$ cat config.mk
export PLATFORM = sky130hd
export DESIGN_NAME = int_stim_gen
export DESIGN_NICKNAME = d
export VERILOG_FILES = /design/src/rtl/int_stim_gen.sv
export SDC_FILE = /design/constraint.sdc
export NUM_CORES = 1
export LEC_CHECK = 0
export CAP_MARGIN = 0
export CORE_ASPECT_RATIO = 1.5
export CORE_UTILIZATION = 60
export CTS_CLUSTER_SIZE = 20
export DETAILED_ROUTE_END_ITERATION = 10
export GPL_TIMING_DRIVEN = 0
export PLACE_DENSITY_LB_ADDON = 0.08
export SYNTH_ARGS = -nofsm -noshare
export SYNTH_HDL_FRONTEND = slang
export SYNTH_SLANG_ARGS = --single-unit
$ cat constraint.sdc
create_clock -name clk -period 14.81 [get_ports clk]
set_clock_uncertainty 0.15 [all_clocks]
set_input_delay 2.962 -clock clk [delete_from_list [all_inputs] [get_ports clk]]
set_output_delay 2.962 -clock clk [all_outputs]
set_load 0.005 [all_outputs]
$ cat src/rtl/int_stim_gen.sv
// int_stim_gen: N-channel PC-match interrupt stimulus generator with delay, repeat count and store-bus ack.
// Define INT_STIM_TIMEOUT_EN to build the per-channel ack timeout and sticky timeout_err flags.
module int_stim_gen #(
    parameter int          NUM_CH      = 6,
    parameter logic [31:0] ACK_BASE    = 32'h0000_7f20,
    parameter int          ACK_TIMEOUT = 1024
) (
    input  logic                      clk,
    input  logic                      reset,
    input  logic [31:0]               macroscopic_pc,
    input  logic [31:0]               m_int_addr,
    input  logic [3:0]                m_int_byteen,
    input  logic                      cfg_we,
    input  logic [$clog2(NUM_CH)-1:0] cfg_ch,
    input  logic [1:0]                cfg_sel,
    input  logic [31:0]               cfg_wdata,
    output logic [NUM_CH-1:0]         interrupt,
    output logic                      int_any,
    output logic [15:0]               irq_count,
    output logic [NUM_CH-1:0]         timeout_err
);
    localparam int CH_W = $clog2(NUM_CH);
`ifdef INT_STIM_TIMEOUT_EN
    localparam int TO_W = (ACK_TIMEOUT > 1) ? $clog2(ACK_TIMEOUT) : 1;
`endif

    if (ACK_TIMEOUT < 1) begin : g_bad_timeout
        $error("ACK_TIMEOUT must be at least 1");
    end

    typedef enum logic [2:0] {
        ST_IDLE   = 3'd0,
        ST_ARMED  = 3'd1,
        ST_DELAY  = 3'd2,
        ST_ASSERT = 3'd3,
        ST_DONE   = 3'd4
    } ch_state_t;

    logic [1:0]        rst_sync_r;
    logic              run_s;
    logic [31:0]       pc_word_s;
    logic [31:0]       ack_word_s;
    logic              store_s;
    logic [NUM_CH-1:0] enter_s;
    logic [NUM_CH-1:0] int_nxt_s;
    logic [NUM_CH-1:0] int_vec_s;
    logic              int_any_r;
    logic [15:0]       irq_count_r;
    logic [15:0]       irq_inc_s;
    logic [16:0]       irq_sum_s;
`ifdef INT_STIM_TIMEOUT_EN
    logic [NUM_CH-1:0] err_vec_s;
`endif

    // Reset release is re-timed through two flops; channels ignore configuration until it settles.
    always_ff @(posedge clk or negedge reset) begin
        if (!reset) begin
            rst_sync_r <= 2'b00;
        end else begin
            rst_sync_r <= {rst_sync_r[0], 1'b1};
        end
    end

    assign run_s      = rst_sync_r[1];
    assign pc_word_s  = macroscopic_pc & ~32'd3;
    assign ack_word_s = m_int_addr & ~32'd3;
    assign store_s    = (m_int_byteen != 4'd0);

    for (genvar k = 0; k < NUM_CH; k++) begin : g_ch
        localparam logic [31:0] ACK_ADDR_C = ACK_BASE + 32'(4 * k);

        ch_state_t   state_r, state_s;
        logic [31:0] target_r, target_s;
        logic [15:0] delay_r, delay_s, dcnt_r, dcnt_s;
        logic [7:0]  shots_r, shots_s, left_r, left_s;
        logic        leave_r, leave_s;
        logic        int_r, int_s;
        logic        cfg_hit_s, ack_s, match_s;
`ifdef INT_STIM_TIMEOUT_EN
        logic [TO_W-1:0] tcnt_r, tcnt_s;
        logic            err_r, err_s;
`endif

        assign cfg_hit_s = run_s && cfg_we && (cfg_ch == CH_W'(k));
        assign ack_s     = store_s && (ack_word_s == (ACK_ADDR_C & ~32'd3));
        assign match_s   = (pc_word_s == target_r);

        // Channel next-state: a cfg write always takes priority over an ack in the same cycle.
        always_comb begin
            state_s  = state_r;
            target_s = target_r;
            delay_s  = delay_r;
            dcnt_s   = dcnt_r;
            shots_s  = shots_r;
            left_s   = left_r;
            leave_s  = leave_r;
            int_s    = int_r;
`ifdef INT_STIM_TIMEOUT_EN
            tcnt_s   = {TO_W{1'b0}};
            err_s    = err_r;
`endif
            if (cfg_hit_s) begin
                case (cfg_sel)
                    2'd0: target_s = cfg_wdata;
                    2'd1: delay_s  = cfg_wdata[15:0];
                    2'd2: shots_s  = cfg_wdata[7:0];
                    2'd3: begin
                        int_s = 1'b0;
                        if (cfg_wdata[0]) begin
                            state_s = ST_ARMED;
                            left_s  = shots_r;
                            leave_s = 1'b0;
                        end else begin
                            state_s = ST_IDLE;
                        end
                    end
                    default: state_s = state_r;
                endcase
            end else begin
                case (state_r)
                    ST_ARMED: begin
                        if (leave_r) begin
                            leave_s = match_s;
                        end else if (match_s) begin
                            if (delay_r == 16'd0) begin
                                state_s = ST_ASSERT;
                                int_s   = 1'b1;
                            end else begin
                                state_s = ST_DELAY;
                                dcnt_s  = delay_r;
                            end
                        end else begin
                            state_s = ST_ARMED;
                        end
                    end
                    ST_DELAY: begin
                        if (dcnt_r <= 16'd1) begin
                            state_s = ST_ASSERT;
                            int_s   = 1'b1;
                        end else begin
                            dcnt_s = dcnt_r - 16'd1;
                        end
                    end
                    ST_ASSERT: begin
                        if (ack_s) begin
                            int_s = 1'b0;
                            if ((shots_r == 8'd0) || (left_r > 8'd1)) begin
                                if (shots_r != 8'd0) begin
                                    left_s = left_r - 8'd1;
                                end else begin
                                    left_s = left_r;
                                end
                                leave_s = 1'b1;
                                state_s = ST_ARMED;
                            end else begin
                                state_s = ST_DONE;
                            end
`ifdef INT_STIM_TIMEOUT_EN
                        end else if (tcnt_r == TO_W'(ACK_TIMEOUT - 1)) begin
                            int_s   = 1'b0;
                            err_s   = 1'b1;
                            state_s = ST_DONE;
                        end else begin
                            tcnt_s = tcnt_r + {{(TO_W-1){1'b0}}, 1'b1};
                        end
`else
                        end else begin
                            state_s = ST_ASSERT;
                        end
`endif
                    end
                    default: state_s = state_r;
                endcase
            end
        end

        // Channel registers; reset clears everything including a held interrupt.
        always_ff @(posedge clk or negedge reset) begin
            if (!reset) begin
                state_r  <= ST_IDLE;
                target_r <= 32'd0;
                delay_r  <= 16'd0;
                dcnt_r   <= 16'd0;
                shots_r  <= 8'd0;
                left_r   <= 8'd0;
                leave_r  <= 1'b0;
                int_r    <= 1'b0;
`ifdef INT_STIM_TIMEOUT_EN
                tcnt_r   <= {TO_W{1'b0}};
                err_r    <= 1'b0;
`endif
            end else begin
                state_r  <= state_s;
                target_r <= target_s;
                delay_r  <= delay_s;
                dcnt_r   <= dcnt_s;
                shots_r  <= shots_s;
                left_r   <= left_s;
                leave_r  <= leave_s;
                int_r    <= int_s;
`ifdef INT_STIM_TIMEOUT_EN
                tcnt_r   <= tcnt_s;
                err_r    <= err_s;
`endif
            end
        end

        assign int_vec_s[k] = int_r;
        assign int_nxt_s[k] = int_s;
        assign enter_s[k]   = (state_s == ST_ASSERT) && (state_r != ST_ASSERT);
`ifdef INT_STIM_TIMEOUT_EN
        assign err_vec_s[k] = err_r;
`endif
    end

    // Count of channels entering ASSERT this cycle, added to the saturating total.
    always_comb begin
        irq_inc_s = 16'd0;
        for (int i = 0; i < NUM_CH; i++) begin
            irq_inc_s = irq_inc_s + {15'd0, enter_s[i]};
        end
        irq_sum_s = {1'b0, irq_count_r} + {1'b0, irq_inc_s};
    end

    // Summary outputs share the channel register stage.
    always_ff @(posedge clk or negedge reset) begin
        if (!reset) begin
            int_any_r   <= 1'b0;
            irq_count_r <= 16'd0;
        end else begin
            int_any_r   <= |int_nxt_s;
            irq_count_r <= irq_sum_s[16] ? 16'hffff : irq_sum_s[15:0];
        end
    end

    assign interrupt = int_vec_s;
    assign int_any   = int_any_r;
    assign irq_count = irq_count_r;
`ifdef INT_STIM_TIMEOUT_EN
    assign timeout_err = err_vec_s;
`else
    assign timeout_err = {NUM_CH{1'b0}};
`endif

endmodule

==> impl_metrics.tcl, run 1 <==
set metrics [dict create \
    synth_top_area_share 0.480 \
    die-width_microns 177 \
    antenna_found_initial 1 \
    initial_utilization 0.613 \
    wirelength_mm 83.1 \
    numCtsBuffers 49 \
    cts_root_buf "clkbuf_16" \
    max_freq_mhz 109 \
    utilization 0.689 \
    cts_sinks 529 \
    syn_area_sq_mm 0.0276 \
    io_pins 137 \
    ys_ff_latch 529 \
    finalNonFillerCells 3448 \
    overflow 0 \
    portBuffers 96 \
    clk_latency_ps 590 \
    row_count 95 \
    hold_viol 0 \
    cp-end-kind "register" \
    htreeDepth 2 \
    synth-main-ff-cell "dfrtp_1" \
    vdd_drop_max_uv 104 \
    drt_first_pass_iters 6 \
    final_max_slew_viol_count 0 \
    synth.distinct_cells 86 \
    min_period_ps 9200 \
    setup_viol 0 \
    dp_slack_ps 5090 \
    grt_util_all_layers 0.357 \
    finalPower_mw 3.56 \
    clockBufferDepth 3 \
    synth_area_per_cell_sq_um 10.3 \
    max_cap_viol_count 0 \
    num_vias 22200 \
    grt_setup_unrepaired "false" \
    grt_max_degree 111 \
    max_slew_margin 0.0764 \
    critPathMaxFanout 10 \
    grt_pass1_vias 22500 \
    grt_pass1_wl_mm 128 \
    required_ps 15180 \
    initialDrtViolationCount 1886 \
    place_inst 3359 \
    synth_seq_area_share 0.480 \
    startpoint_type "input port" \
    synth_area_leader_cell "dfrtp_1" \
    yosysWarningCount 0 \
    antenna_cells 0 \
    finalCritPeriodShare 0.621 \
    hold_ws_ps 208 \
    clk_pin_slew_ps 60 \
    netlist_instances 2670 \
    path_class "in2reg" \
    synthTopCellsByArea "dfrtp_1 48%, mux2_2 14%, xnor2_1 4.4%, a21oi_1 3.2%, o21ai_0 2.9%" \
    via_per_inst 6.45 \
    p_leak_nw 13.6 \
    die_h_microns 265 \
    synth-edff-count 0 \
    min_path_type "reg2reg" \
    synthArstFlopShare 1.00 \
    dp_hpwl_mm 60.2 \
    postCtsHoldBufs 0 \
    cts_tree "built" \
    wl_per_cell_microns 24.1 \
    gp_congestion 0.929 \
    worst_ep_arrival_time_ps 9560 \
    die_area_sq_mm 0.0469 \
    status "finished, final reports clean" \
    cts-resized-gates 0 \
    setup_ws_ps 5610 \
    worstMarginPinSlew_ps 1380 \
    synthToLayoutAreaGrowth_pct 12.5 \
    drive_gt1_frac 0.175 \
    core_area_sq_mm 0.0450 \
    detail-route-antenna-nets 0 \
    drc 0 \
    p_per_area_mw_per_mm2 115 \
    nets 2967 \
    cts_setup_buffers 0 \
]
## final timing paths
check	from	to	slack, ps	depth (start not counted)
min in group asynchronous	reset	g_ch[5].dcnt_r[10]	2090	1
worst max-delay path	cfg_sel[0]	irq_count[3]	5610	20
max in group asynchronous	reset	irq_count[10]	11090	3
worst min register to register	rst_sync_r[0]	rst_sync_r[1]	210	0
worst min-delay path	rst_sync_r[0]	rst_sync_r[1]	210	0
worst max register to register	g_ch[4].target_r[25]	irq_count[3]	8320	17
## critical path, cell delays in order
cell and delay, ps:
clkdlybuf4s50_1 560, clkbuf_1 520, and2_1 230, clkbuf_1 520, nand2_1 510, nand2_1 180
nand2_1 70, o31ai_1 110, and4_1 370, fa_1 480, fa_1 550, inv_1 60
fa_1 540, fa_1 430, inv_1 70, a21o_1 190, nand3_1 220, or3_1 560
clkbuf_1 290, nand2_1 120
## cells by family (layout without fill, tap and decap cells)
| group | count (synthesis) | after routing | share of synthesized area |
|---|---|---|---|
| AO/OA/AOI/OAI | 548 | 548 | 0.123 |
| buffers and inverters | 218 | 409 | 0.0322 |
| AND/OR/NAND/NOR | 810 | 810 | 0.150 |
| adder cells (fa/ha/maj) | 31 | 31 | 0.0151 |
| other | 2 | 7 | 0.000272 |
| XOR/XNOR | 190 | 190 | 0.0603 |
| flip-flops | 529 | 529 | 0.480 |
| multiplexers | 342 | 342 | 0.139 |
## per-layer routing
metal	part of all wire	vias up	global-route usage
li1	-	10000	-
met1	0.38	11100	0.429
met2	0.50	900	0.610
met3	0.060	225	0.0460
met4	0.060	2	0.207
met5	0.00016	-	0
## sequential cells by signal, summed over array words and instances, names as in the netlist
| register | count |
|---|---|
| irq_count | 16 |
| g_ch.target_r | 192 |
| g_ch.int_r | 6 |
| rst_sync_r | 2 |
| g_ch.shots_r | 48 |
| g_ch.delay_r | 96 |
| g_ch.leave_r | 6 |
| g_ch.state_r | 18 |
| g_ch.left_r | 48 |
| int_any | 1 |
| g_ch.dcnt_r | 96 |
## layout by cell type, fill, tap and decap left out, drive strengths merged, types with 14 or more instances in the layout
cell type / netlist / final
dfrtp: 529 / 529
a31oi: 19 / 19
ha: 27 / 27
nor3: 76 / 76
nand3: 76 / 76
a21oi: 178 / 178
xor2: 52 / 52
o22ai: 19 / 19
or3: 20 / 20
nor4: 91 / 91
or2: 23 / 23
o2bb2ai: 16 / 16
buf: 40 / 47
nor2: 158 / 158
or4: 15 / 15
nand2: 197 / 197
nand4: 54 / 54
a22oi: 20 / 20
o21ai: 159 / 159
clkdlybuf4s50: 0 / 95
clkbuf: 127 / 200
xnor2: 138 / 138
nor2b: 14 / 14
mux2: 339 / 339
nand2b: 34 / 34
inv: 51 / 52
## metrics by stage
stage / instance area [sq um] / TNS, ps
after floorplan: 27600 / 0
final: 31100 / 0
after global routing: 31100 / 0
after global placement: 29300 / -6624050
after CTS: 31100 / 0
after detailed placement: 29500 / 0
## power by group
part           total, mW  internal [mW]  switching (mW)
logic              0.545          0.259           0.286
registers           1.73           1.60           0.133
clock network       1.28          0.707           0.575
## synth_stat cells (all sizes together) (40+ instances only)
library cell,count
mux2,339
a21oi,178
o21ai,159
clkbuf,127
nor2,158
buf,40
nor4,91
xnor2,138
xor2,52
nand2,197
nand4,54
inv,51
nor3,76
dfrtp,529
nand3,76
## layout make-up
class / instances / area (sq um)
inverter: 51 / 191
clock buffer: 73 / 1430
timing repair buffer: 102 / 1110
clock inverter: 16 / 176
tap: 582 / 728
sequential: 529 / 13200
buffer: 167 / 698
fill: 3482 / 14000
multi-input combinational: 1928 / 13500
Note: power is estimated with default switching activity, not from simulation.
==> run 2: changes to the inputs <==
--- a/config.mk
+++ b/config.mk
@@ -7,7 +7,7 @@
 export LEC_CHECK = 0
 export CAP_MARGIN = 0
 export CORE_ASPECT_RATIO = 1.5
-export CORE_UTILIZATION = 60
+export CORE_UTILIZATION = 55
 export CTS_CLUSTER_SIZE = 20
 export DETAILED_ROUTE_END_ITERATION = 10
 export GPL_TIMING_DRIVEN = 0
==> constraint.sdc (replaced) <==
create_clock -name clk -period 7.7 [get_ports clk]
set_clock_uncertainty 0.15 [all_clocks]
set_input_delay 1.54 -clock clk [delete_from_list [all_inputs] [get_ports clk]]
set_output_delay 1.54 -clock clk [all_outputs]
set_load 0.005 [all_outputs]
==> impl_metrics.tcl, run 2 (synthesis results as in run 1) <==
set metrics [dict create \
    status "finished, final reports clean" \
    stdcell_area_sq_mm 0.0312 \
    max_slew_margin 0.0776 \
    final_max_slew_viol_count 0 \
    largest_register_ffs 192 \
    cp_common_cell "fa_1" \
    min_path_type "reg2reg" \
    place_inst 3439 \
    cp_slowest_cell "nor4_1" \
    worst_ep_arrival_time_ps 7800 \
    max_stage_delay_ps 860 \
    required_ps 8060 \
    core_area_sq_mm 0.0495 \
    portBuffers 96 \
    worstMarginPinSlew_ps 1370 \
    hold_viol 0 \
    detail-route-antenna-nets 0 \
    drive_gt1_frac 0.175 \
    clk_pin_slew_ps 70 \
    multi_input_area_sq_mm 0.0135 \
    setup_ws_ps 263 \
    finalPower_mw 6.95 \
    cts_root_buf "clkbuf_16" \
    p_per_area_mw_per_mm2 222 \
    num_vias 22100 \
    seqCellArea_sq_mm 0.0132 \
    initialDrtViolationCount 1923 \
    clockBufferDepth 3 \
    via_per_inst 6.28 \
    cp-end-kind "register" \
    wl_per_cell_microns 23.6 \
    startpoint_type "input port" \
    nets 2968 \
    antenna_found_initial 1 \
    final.setup.tns_ps 0 \
    grt_util_all_layers 0.329 \
    crit_family "simple AND/OR/NAND/NOR gates" \
    min_period_ps 7440 \
    max_freq_mhz 134 \
    vdd_drop_max_uv 186 \
    clk_latency_ps 590 \
    finalNonFillerCells 3524 \
    initial_utilization 0.557 \
    p_leak_nw 13.6 \
    top_regs "g_ch.target_r: 192 flops, g_ch.dcnt_r: 96 flops, g_ch.delay_r: 96 flops" \
    grt_max_degree 108 \
    grt_setup_unrepaired "false" \
    top_register "g_ch.target_r" \
    overflow 0 \
    numCtsBuffers 51 \
    die-width_microns 185 \
    path_cells "clkbuf_1, xnor2_1, nand4_1, nor4_1, and2_1, nand3_1, a22oi_1, and4_1, fa_1, fa_1, inv_1, fa_1, fa_1, inv_1, a21o_1, nand3_1, or3_1, clkbuf_1, nand2_1" \
    drc 0 \
    cts_sinks 529 \
    die_h_microns 276 \
    htreeDepth 2 \
    dp_slack_ps -447 \
    critPathMaxFanout 10 \
    hold_ws_ps 200 \
    grt_pass1_vias 22500 \
    synthToLayoutAreaGrowth_pct 13.2 \
    setup_viol 0 \
    dp_hpwl_mm 60.0 \
    finalCritPeriodShare 0.966 \
    layout_common_cells "529 x dfrtp_1, 339 x mux2_2, 196 x nand2_1, 178 x a21oi_1" \
    utilization 0.631 \
    max_cap_viol_count 0 \
    postCtsHoldBufs 0 \
    io_pins 137 \
    grt_pass1_wl_mm 129 \
    cts_setup_buffers 0 \
    post_dp_cell_area_sq_mm 0.0296 \
    wirelength_mm 83.1 \
    final_common_cell "dfrtp_1" \
    n_fill_cell 4171 \
    path_class "in2reg" \
    drt_first_pass_iters 6 \
    row_count 100 \
    die_area_sq_mm 0.0511 \
    cp_num_buf_inv 4 \
    gp_congestion 0.952 \
    cts_tree "built" \
]
-- run 2: routing by layer --
| layer | global-route usage | vias to the layer above | share of wire | wire length [microns] |
|---|---|---|---|---|
| met5 | 0 | - | 0 | 0 |
| met2 | 0.561 | 787 | 0.49 | 41100 |
| met3 | 0.0400 | 218 | 0.051 | 4240 |
| li1 | - | 9955 | - | - |
| met1 | 0.406 | 11200 | 0.40 | 33000 |
| met4 | 0.171 | 0 | 0.058 | 4820 |
-- run 2: layout make-up --
type,count,area share
flip-flops and latches,529,0.424
plain buffers,167,0.0223
inverters,51,0.00613
repair buffers,101,0.0353
clock buffers,72,0.0469
clock inverters,12,0.00673
well taps,663,0.0266
diodes,1,0.0000801
multi-input cells,1928,0.432
-- run 2: final timing paths --
path | startpoint | endpoint | slack, ps | cells past startpoint
worst max-delay path | macroscopic_pc[12] | irq_count[4] | 260 | 19
worst min-delay path | rst_sync_r[0] | rst_sync_r[1] | 200 | 0
worst max register to register | g_ch[2].target_r[19] | irq_count[4] | 1260 | 17
worst min register to register | rst_sync_r[0] | rst_sync_r[1] | 200 | 0
max in group asynchronous | reset | g_ch[1].dcnt_r[12] | 4880 | 4
min in group asynchronous | reset | g_ch[5].dcnt_r[3] | 800 | 1
-- run 2: power breakdown --
| group | switching [mW] | internal (mW) |
|---|---|---|
| registers | 0.253 | 3.08 |
| logic | 0.549 | 0.498 |
| clock network | 1.09 | 1.48 |
-- run 2: what timing repair did --
action,4_1_cts,5_1_grt
hold endpoints to repair,0,0
setup endpoints to repair,0,10
resized for setup,0,2
==> run 3: changes to the inputs <==
--- a/config.mk
+++ b/config.mk
@@ -5,12 +5,14 @@
 export SDC_FILE = /design/constraint.sdc
 export NUM_CORES = 1
 export LEC_CHECK = 0
+export ABC_CLOCK_PERIOD_IN_PS = 7700
 export CAP_MARGIN = 0
 export CORE_ASPECT_RATIO = 1.5
 export CORE_UTILIZATION = 55
 export CTS_CLUSTER_SIZE = 20
 export DETAILED_ROUTE_END_ITERATION = 10
 export GPL_TIMING_DRIVEN = 0
+export HOLD_SLACK_MARGIN = 0.05
 export PLACE_DENSITY_LB_ADDON = 0.08
 export SYNTH_ARGS = -nofsm -noshare
 export SYNTH_HDL_FRONTEND = slang
==> constraint.sdc (replaced) <==
create_clock -name clk -period 7.7 [get_ports clk]
set_clock_uncertainty 0.15 [all_clocks]
set_input_delay 1.54 -clock clk [delete_from_list [all_inputs] [get_ports clk]]
set_output_delay 1.54 -clock clk [all_outputs]
set_load 0.02 [all_outputs]
==> results of run 3 <==
The final DEF is identical to that of run 2. Status: finished, final reports clean.
Among the figures that moved: total power 6.95 mW -> 6.96 mW
